===== config.mk =====
export PLATFORM = sky130hd
export DESIGN_NAME = debug_run_ctrl
export DESIGN_NICKNAME = d
export VERILOG_FILES = /design/src/rtl/debug_run_ctrl.sv
export SDC_FILE = /design/constraint.sdc
export NUM_CORES = 1
export LEC_CHECK = 0
export CAP_MARGIN = 20
export CORE_UTILIZATION = 35
export CTS_CLUSTER_SIZE = 20
export DETAILED_ROUTE_END_ITERATION = 7
export SLEW_MARGIN = 20
export SYNTH_ARGS = -nofsm -noshare
export SYNTH_HDL_FRONTEND = slang
export SYNTH_SLANG_ARGS = --single-unit

===== constraint.sdc =====
create_clock -name clk -period 5.2 [get_ports clk]
set_input_delay 1.3 -clock clk [delete_from_list [all_inputs] [get_ports clk]]
set_output_delay 1.3 -clock clk [all_outputs]
set_load 0.05 [all_outputs]

===== src/rtl/debug_run_ctrl.sv =====
// debug_run_ctrl: board-level run controller for the RV32I core.
// Turns the run/step/pause push buttons into a CPU clock-enable with
// free-run, single-step, pause and PC-breakpoint halt modes.
module debug_run_ctrl #(
  parameter int DB_CYCLES = 1000000,
  parameter int DB_WIDTH  = 20,
  parameter int PC_WIDTH  = 32
) (
  input  logic                clk,
  input  logic                rst,
  input  logic                btn_run,
  input  logic                btn_step,
  input  logic                btn_pause,
  input  logic                bp_en,
  input  logic [PC_WIDTH-1:0] bp_addr,
  input  logic [PC_WIDTH-1:0] pc,
  output logic                cpu_en,
  output logic [1:0]          state,
  output logic                bp_hit,
  output logic [31:0]         exec_cnt
);

  typedef enum logic [1:0] {
    ST_PAUSE = 2'b00,
    ST_RUN   = 2'b01,
    ST_STEP  = 2'b10,
    ST_BREAK = 2'b11
  } run_state_e;

  localparam int BTN_PAUSE = 0;
  localparam int BTN_STEP  = 1;
  localparam int BTN_RUN   = 2;

  localparam logic [DB_WIDTH-1:0] DB_LAST = DB_WIDTH'(DB_CYCLES - 1);
  localparam logic [DB_WIDTH-1:0] DB_ONE  = {{(DB_WIDTH-1){1'b0}}, 1'b1};

  logic [2:0]  btn_raw_s;
  logic [2:0]  pulse_s;
  logic        hit_s;
  logic        go_s;
  logic        cpu_en_s;
  run_state_e  state_r;
  logic        armed_r;
  logic [31:0] exec_cnt_r;

  assign btn_raw_s = {btn_run, btn_step, btn_pause};

  for (genvar g = 0; g < 3; g++) begin : g_btn
    logic                sync1_r;
    logic                sync2_r;
    logic                level_r;
    logic                level_dly_r;
    logic                pulse_r;
    logic [DB_WIDTH-1:0] cnt_r;

    // Synchronise, debounce and rising-edge detect one raw button level
    always_ff @(posedge clk or posedge rst) begin
      if (rst) begin
        sync1_r     <= 1'b0;
        sync2_r     <= 1'b0;
        level_r     <= 1'b0;
        level_dly_r <= 1'b0;
        pulse_r     <= 1'b0;
        cnt_r       <= {DB_WIDTH{1'b0}};
      end else begin
        sync1_r <= btn_raw_s[g];
        sync2_r <= sync1_r;
        if (sync2_r == level_r) begin
          cnt_r <= {DB_WIDTH{1'b0}};
        end else if (cnt_r == DB_LAST) begin
          level_r <= sync2_r;
          cnt_r   <= {DB_WIDTH{1'b0}};
        end else begin
          cnt_r <= cnt_r + DB_ONE;
        end
        level_dly_r <= level_r;
        pulse_r     <= level_r & ~level_dly_r;
      end
    end

    assign pulse_s[g] = pulse_r;
  end

  // armed suppresses an immediate re-halt when resuming at the breakpoint PC
  assign hit_s = bp_en & armed_r & (pc == bp_addr);

  // Detect a transition into RUN or STEP from a stopped state
  always_comb begin
    go_s = 1'b0;
    if ((state_r == ST_PAUSE) || (state_r == ST_BREAK)) begin
      go_s = ~pulse_s[BTN_PAUSE] & (pulse_s[BTN_STEP] | pulse_s[BTN_RUN]);
    end else begin
      go_s = 1'b0;
    end
  end

  // Clock-enable decode: the breakpoint instruction itself is never executed
  always_comb begin
    cpu_en_s = 1'b0;
    case (state_r)
      ST_RUN:  cpu_en_s = ~hit_s;
      ST_STEP: cpu_en_s = 1'b1;
      default: cpu_en_s = 1'b0;
    endcase
  end

  // Run-control FSM, breakpoint arming and executed-cycle counter
  always_ff @(posedge clk or posedge rst) begin
    if (rst) begin
      state_r    <= ST_PAUSE;
      armed_r    <= 1'b1;
      exec_cnt_r <= 32'h0000_0000;
    end else begin
      if (cpu_en_s) begin
        exec_cnt_r <= exec_cnt_r + 32'd1;
      end else begin
        exec_cnt_r <= exec_cnt_r;
      end

      if (pc != bp_addr) begin
        armed_r <= 1'b1;
      end else if (go_s) begin
        armed_r <= 1'b0;
      end else begin
        armed_r <= armed_r;
      end

      case (state_r)
        ST_PAUSE, ST_BREAK: begin
          if (pulse_s[BTN_PAUSE]) begin
            state_r <= ST_PAUSE;
          end else if (pulse_s[BTN_STEP]) begin
            state_r <= ST_STEP;
          end else if (pulse_s[BTN_RUN]) begin
            state_r <= ST_RUN;
          end else begin
            state_r <= state_r;
          end
        end
        ST_RUN: begin
          if (pulse_s[BTN_PAUSE]) begin
            state_r <= ST_PAUSE;
          end else if (hit_s) begin
            state_r <= ST_BREAK;
          end else begin
            state_r <= ST_RUN;
          end
        end
        ST_STEP: state_r <= ST_PAUSE;
        default: state_r <= ST_PAUSE;
      endcase
    end
  end

  assign cpu_en   = cpu_en_s;
  assign state    = state_r;
  assign bp_hit   = (state_r == ST_BREAK);
  assign exec_cnt = exec_cnt_r;

endmodule


==> Word level (Yosys, flattened, before mapping) <==
Index checks and enable logic that the tools add are counted.
{ "totals": {"register_bits": 110, "latch_bits": 0, "mem_bits_rw": 0, "romBits": 0, "memories": 0} }
{ "op_classes": {"add_sub_neg": 4, "mul": 0, "div_mod_pow": 0, "magnitude_cmp": 0, "n_eq_ne": 12, "shift": 0, "muxes": 16, "n_bitwise": 15, "n_reduce_logical": 7} }
{ "ops": {"columns": ["op", "n"], "rows": [
  ["2-to-1 mux 20 bit", 6],
  ["adder 20 x 1 -> 20 bit, second input constant", 3],
  ["== test 20 bit, second input constant", 3],
  ["adder 32 x 1 -> 32 bit, second input constant", 1],
  ["== test 32 bit", 1],
  ["!= test 32 bit", 1],
  ["2-to-1 mux 2 bit", 5],
  ["inverter 1 bit", 8],
  ["AND 1 bit", 6],
  ["case mux 2 bit (3 select lines)", 1],
  ["AND reduction 2 bit", 3],
  ["== test 2 bit, second input constant", 2],
  ["!= test 4 bit, second input constant", 1],
  ["== test 1 bit", 3],
  ["2-to-1 mux 1 bit", 3],
  ["== test 2 x 1 -> 1 bit, second input constant", 1],
  ["zero test 2 bit", 1],
  ["case mux 1 bit (2 select lines)", 1],
  ["nonzero test 2 bit", 1],
  ["OR reduction 2 bit", 1],
  ["logical OR 1 bit", 1],
  ["bitwise OR 1 bit", 1]
]} }

==> Longest topological paths before layout <==
{ "depth": {"depth_word": 5, "depth_mapped": 9} }

==> Worst setup path before layout <==
Ideal clock, no wire load.
{ "synth_path": {"kind": "input-to-output", "start": "input port bp_addr[17]", "end": "output port cpu_en", "arrival_time_ns": 2.553, "required_time_ns": 3.900, "setup_slack_ns": 1.347, "stages": 5, "path_cell_list": "xor2_1 -> nor4_1 -> nand4_1 -> nor4_2 -> nor2_1"} }
{ "synth_via": {"elab_chain_len": 4} }
{ "synth_rtl": {"columns": ["item", "line", "source"], "rows": [
  ["start: declaration", "15", "input logic [PC_WIDTH-1:0] bp_addr,"],
  ["== test 32 bit", "85", "assign hit_s = bp_en & armed_r & (pc == bp_addr);"],
  ["AND 1 bit", "85", null],
  ["inverter 1 bit", "101", "ST_RUN: cpu_en_s = ~hit_s;"],
  ["case mux 1 bit (2 select lines)", "100", "case (state_r)"],
  ["end: declaration", "17", "output logic cpu_en,"]
]} }
Every way passes these cells.

==> Worst setup path in the final report <==
{ "layout_path": {"start": "input port bp_addr[31]", "end": "output port cpu_en"} }
The elaborated chain is that of the path after synthesis.

==> results.cfg <==
[global_route]
use_met1_pct = 18.48
grt_pass1_wl_um = 19350
grt_pass1_vias = 4046
met2_usage_pct = 26.55
grt_overflow = 0
grt_max_degree = 73
use_met3_pct = 4.206
gr-max-usage-layer = met2
grt_usage_pct = 15.28
antenna_found_initial = 0

[setup_path]
reg2reg_depth = 6
cp-end-kind = output port
worstPathArrival_ns = 3.26
worstPathRequired_ns = 3.90
worstSetupPathType = in2out
cp_max_fo = 3
r2r-start = state[0]$_DFFE_PP0P_
rrSetupSlack_ns = 2.72
start_kind = input port
r2r-end = exec_cnt[17]$_DFFE_PP0P_

[yosys]
postSynthAreaPerCell_um2 = 10.23
synth_seq_cells = 110
synth_top_area_cell = dfrtp_1
ys_seq_area_share_pct = 51.01
syn_inst = 528
syn_nets = 605
syn_area_mm2 = 0.005399
ys_types = 35
synth_top_area_share_pct = 50.52
yosysWarnings = 0
yosys-top-cells-area = dfrtp_1 (51%), xor2_1 (15%), nor2_1 (5.8%)

[sta]
setup_ws_ns = 0.6446
tns_ns = 0
rsz0062_at_grt = no
period_minus_slack_ns = 4.555
worst_pin_slew_ns = 0.8559
relSlewSlack_pct = 42.94
drv_slew = 0
fmax_mhz = 219.5
timing.hold.ws_ns = 0.3515
fin_skew_ns = 0.01114
setup_viol = 0
period_share_pct = 87.60
hold_violations = 0

[clocking]
clock-sinks = 110
cts_inserted_buffers = 9
cts_setup_buffers = 0
clockBufferDepth = 2
root_buffer = clkbuf_16
clkTransAtPathRegs_ns = 0.07
cts_resized = 0
tritoncts = done
cts_max_level = 3
insertion_delay_ns = 0.35
ctsHoldBuffers = 0

[cells_and_area]
syn2layout_area_growth_pct = 28.76
final_common_cell = dfrtp_1
multi_input_area_mm2 = 0.002535
register_area_mm2 = 0.002754
fillers = 1381
design_area_mm2 = 0.006952
stdcell_count = 828
nets = 712
post_route_cells_drive_above_1_share_pct = 5.625
final_cell_mix = dfrtp_1 (109), clkdlybuf4s50_1 (104), xor2_1 (94), nor2_1 (84), nand2_1 (37)
diodes = 0

[pwr]
vdd_drop_max_v = 0.0001968
power.leakage_uw = 0.002814
power_density_mw_per_mm2 = 241.7

[hold_path]
hp-class = reg2reg
min_from = g_btn[2].sync1_r$_DFF_PP0_
hold_depth = 0
hold_end = g_btn[2].sync2_r$_DFF_PP0_

[floorplanning]
die_y_um = 126.2
rows = 45
initial_utilization_pct = 35.65
coreArea_mm2 = 0.01515
die_area_mm2 = 0.01593
fp.dieW_um = 126.2
io_pins = 106

[status]
status = finished, final reports clean

[routing]
drt_iter0_drc = 205
wl_per_cell_um = 13.95
final_antenna_net_count = 0
viasPerCell = 4.886
vias = 4046
drc = 0
first_pass_iters = 4
drt_wl_total_um = 11550

[place]
place_congestion = 0.8093
place_area_mm2 = 0.006654
dp_slack_ns = 0.6167
dp_cells = 812
port_buffers = 105
dp_hpwl_um = 8401

[job]
max_cap_viol_count = 0
[logic make-up after synthesis]
kind of cell / synth area share, %
AND/OR/NAND/NOR: 24.36
XOR/XNOR: 19.14
flip-flops: 51.01
buffers and inverters: 2.202
AO/OA/AOI/OAI: 0.8342
adder cells (fa/ha/maj): 1.622
multiplexers: 0.8342
[power by group]
part	internal, µW	switching, µW
combinational	64.8	51.3
sequential	863	6.68
clock	378	317
total	1310	375
[sequential cells by signal, summed over array words and instances, names as in the netlist]
signal and cells:
exec_cnt 32, g_btn.sync2_r 3, armed_r 1, g_btn.level_r 3
g_btn.cnt_r 60, g_btn.sync1_r 3, g_btn.pulse_r 3, g_btn.level_dly_r 3
state 2
[final cells by class]
class / instances / share of cell area, %
Clock buffer: 10 / 3.294
Timing Repair Buffer: 109 / 15.51
Multi-Input combinational cell: 392 / 36.47
Clock inverter: 6 / 0.9899
Tap cell: 188 / 3.384
Sequential cell: 110 / 39.61
Inverter: 13 / 0.7379
[through the flow]
| stage | total power, µW | util (%) |
|---|---|---|
| 6_report | 1680 | 45.90 |
| 5_1_grt | 1757 | 45.90 |
| 4_1_cts | 1710 | 45.90 |
| 3_5_place_dp | 1005 | 43.93 |
| 3_3_place_gp | 1003 | 43.93 |
| 2_1_floorplan | 931.9 | - |
[synthesized netlist by cell type]
cell type,instances
dfstp_2,1
clkbuf_8,1
or4_4,1
a21oi_1,4
xor2_1,94
buf_6,1
nor2_1,84
nand3b_1,2
mux2_2,4
nor4b_4,1
nor3_1,24
or3_1,4
nor4_4,1
or2_2,2
nand2_1,37
nor2b_1,5
dfrtp_1,109
buf_2,3
nand3_2,1
o21ai_0,5
ha_1,7
nand3_1,35
nor4b_1,7
nand2b_1,3
clkbuf_1,8
nor4_1,17
xnor2_1,24
nor4b_2,1
nand4_1,11
or3_4,2
and4_1,5
inv_1,13
nor3b_1,3
nor4_2,1
and3_1,7
[critical path, stage by stage]
cell and delay, ns:
clkdlybuf4s50_1 0.45, xor2_1 0.18, nor4_1 0.36, nand4_1 0.24, nor4_4 0.38, nor2_1 0.13
buf_4 0.21
[how the worst max path moves through the flow]
| stage | from | end | slack [ns] | cells past startpoint |
|---|---|---|---|---|
| floorplan | rst | exec_cnt[0]$_DFFE_PP0P_ | 1.0 | 1 |
| global placement | bp_addr[31] | cpu_en | 0.67 | 7 |
| detailed placement | bp_addr[31] | cpu_en | 0.62 | 7 |
| CTS | bp_addr[31] | cpu_en | 0.60 | 7 |
| global route | bp_addr[31] | cpu_en | 0.51 | 7 |
| finish | bp_addr[31] | cpu_en | 0.64 | 7 |
[routing by layer]
metal | wire [µm] | share of wire [%]
met1 | 5203 | 45
met2 | 5617 | 49
met3 | 612 | 5.3
met4 | 120 | 1.0
met5 | 0 | 0
No activity file was read; power rests on OpenSTA's default activity.
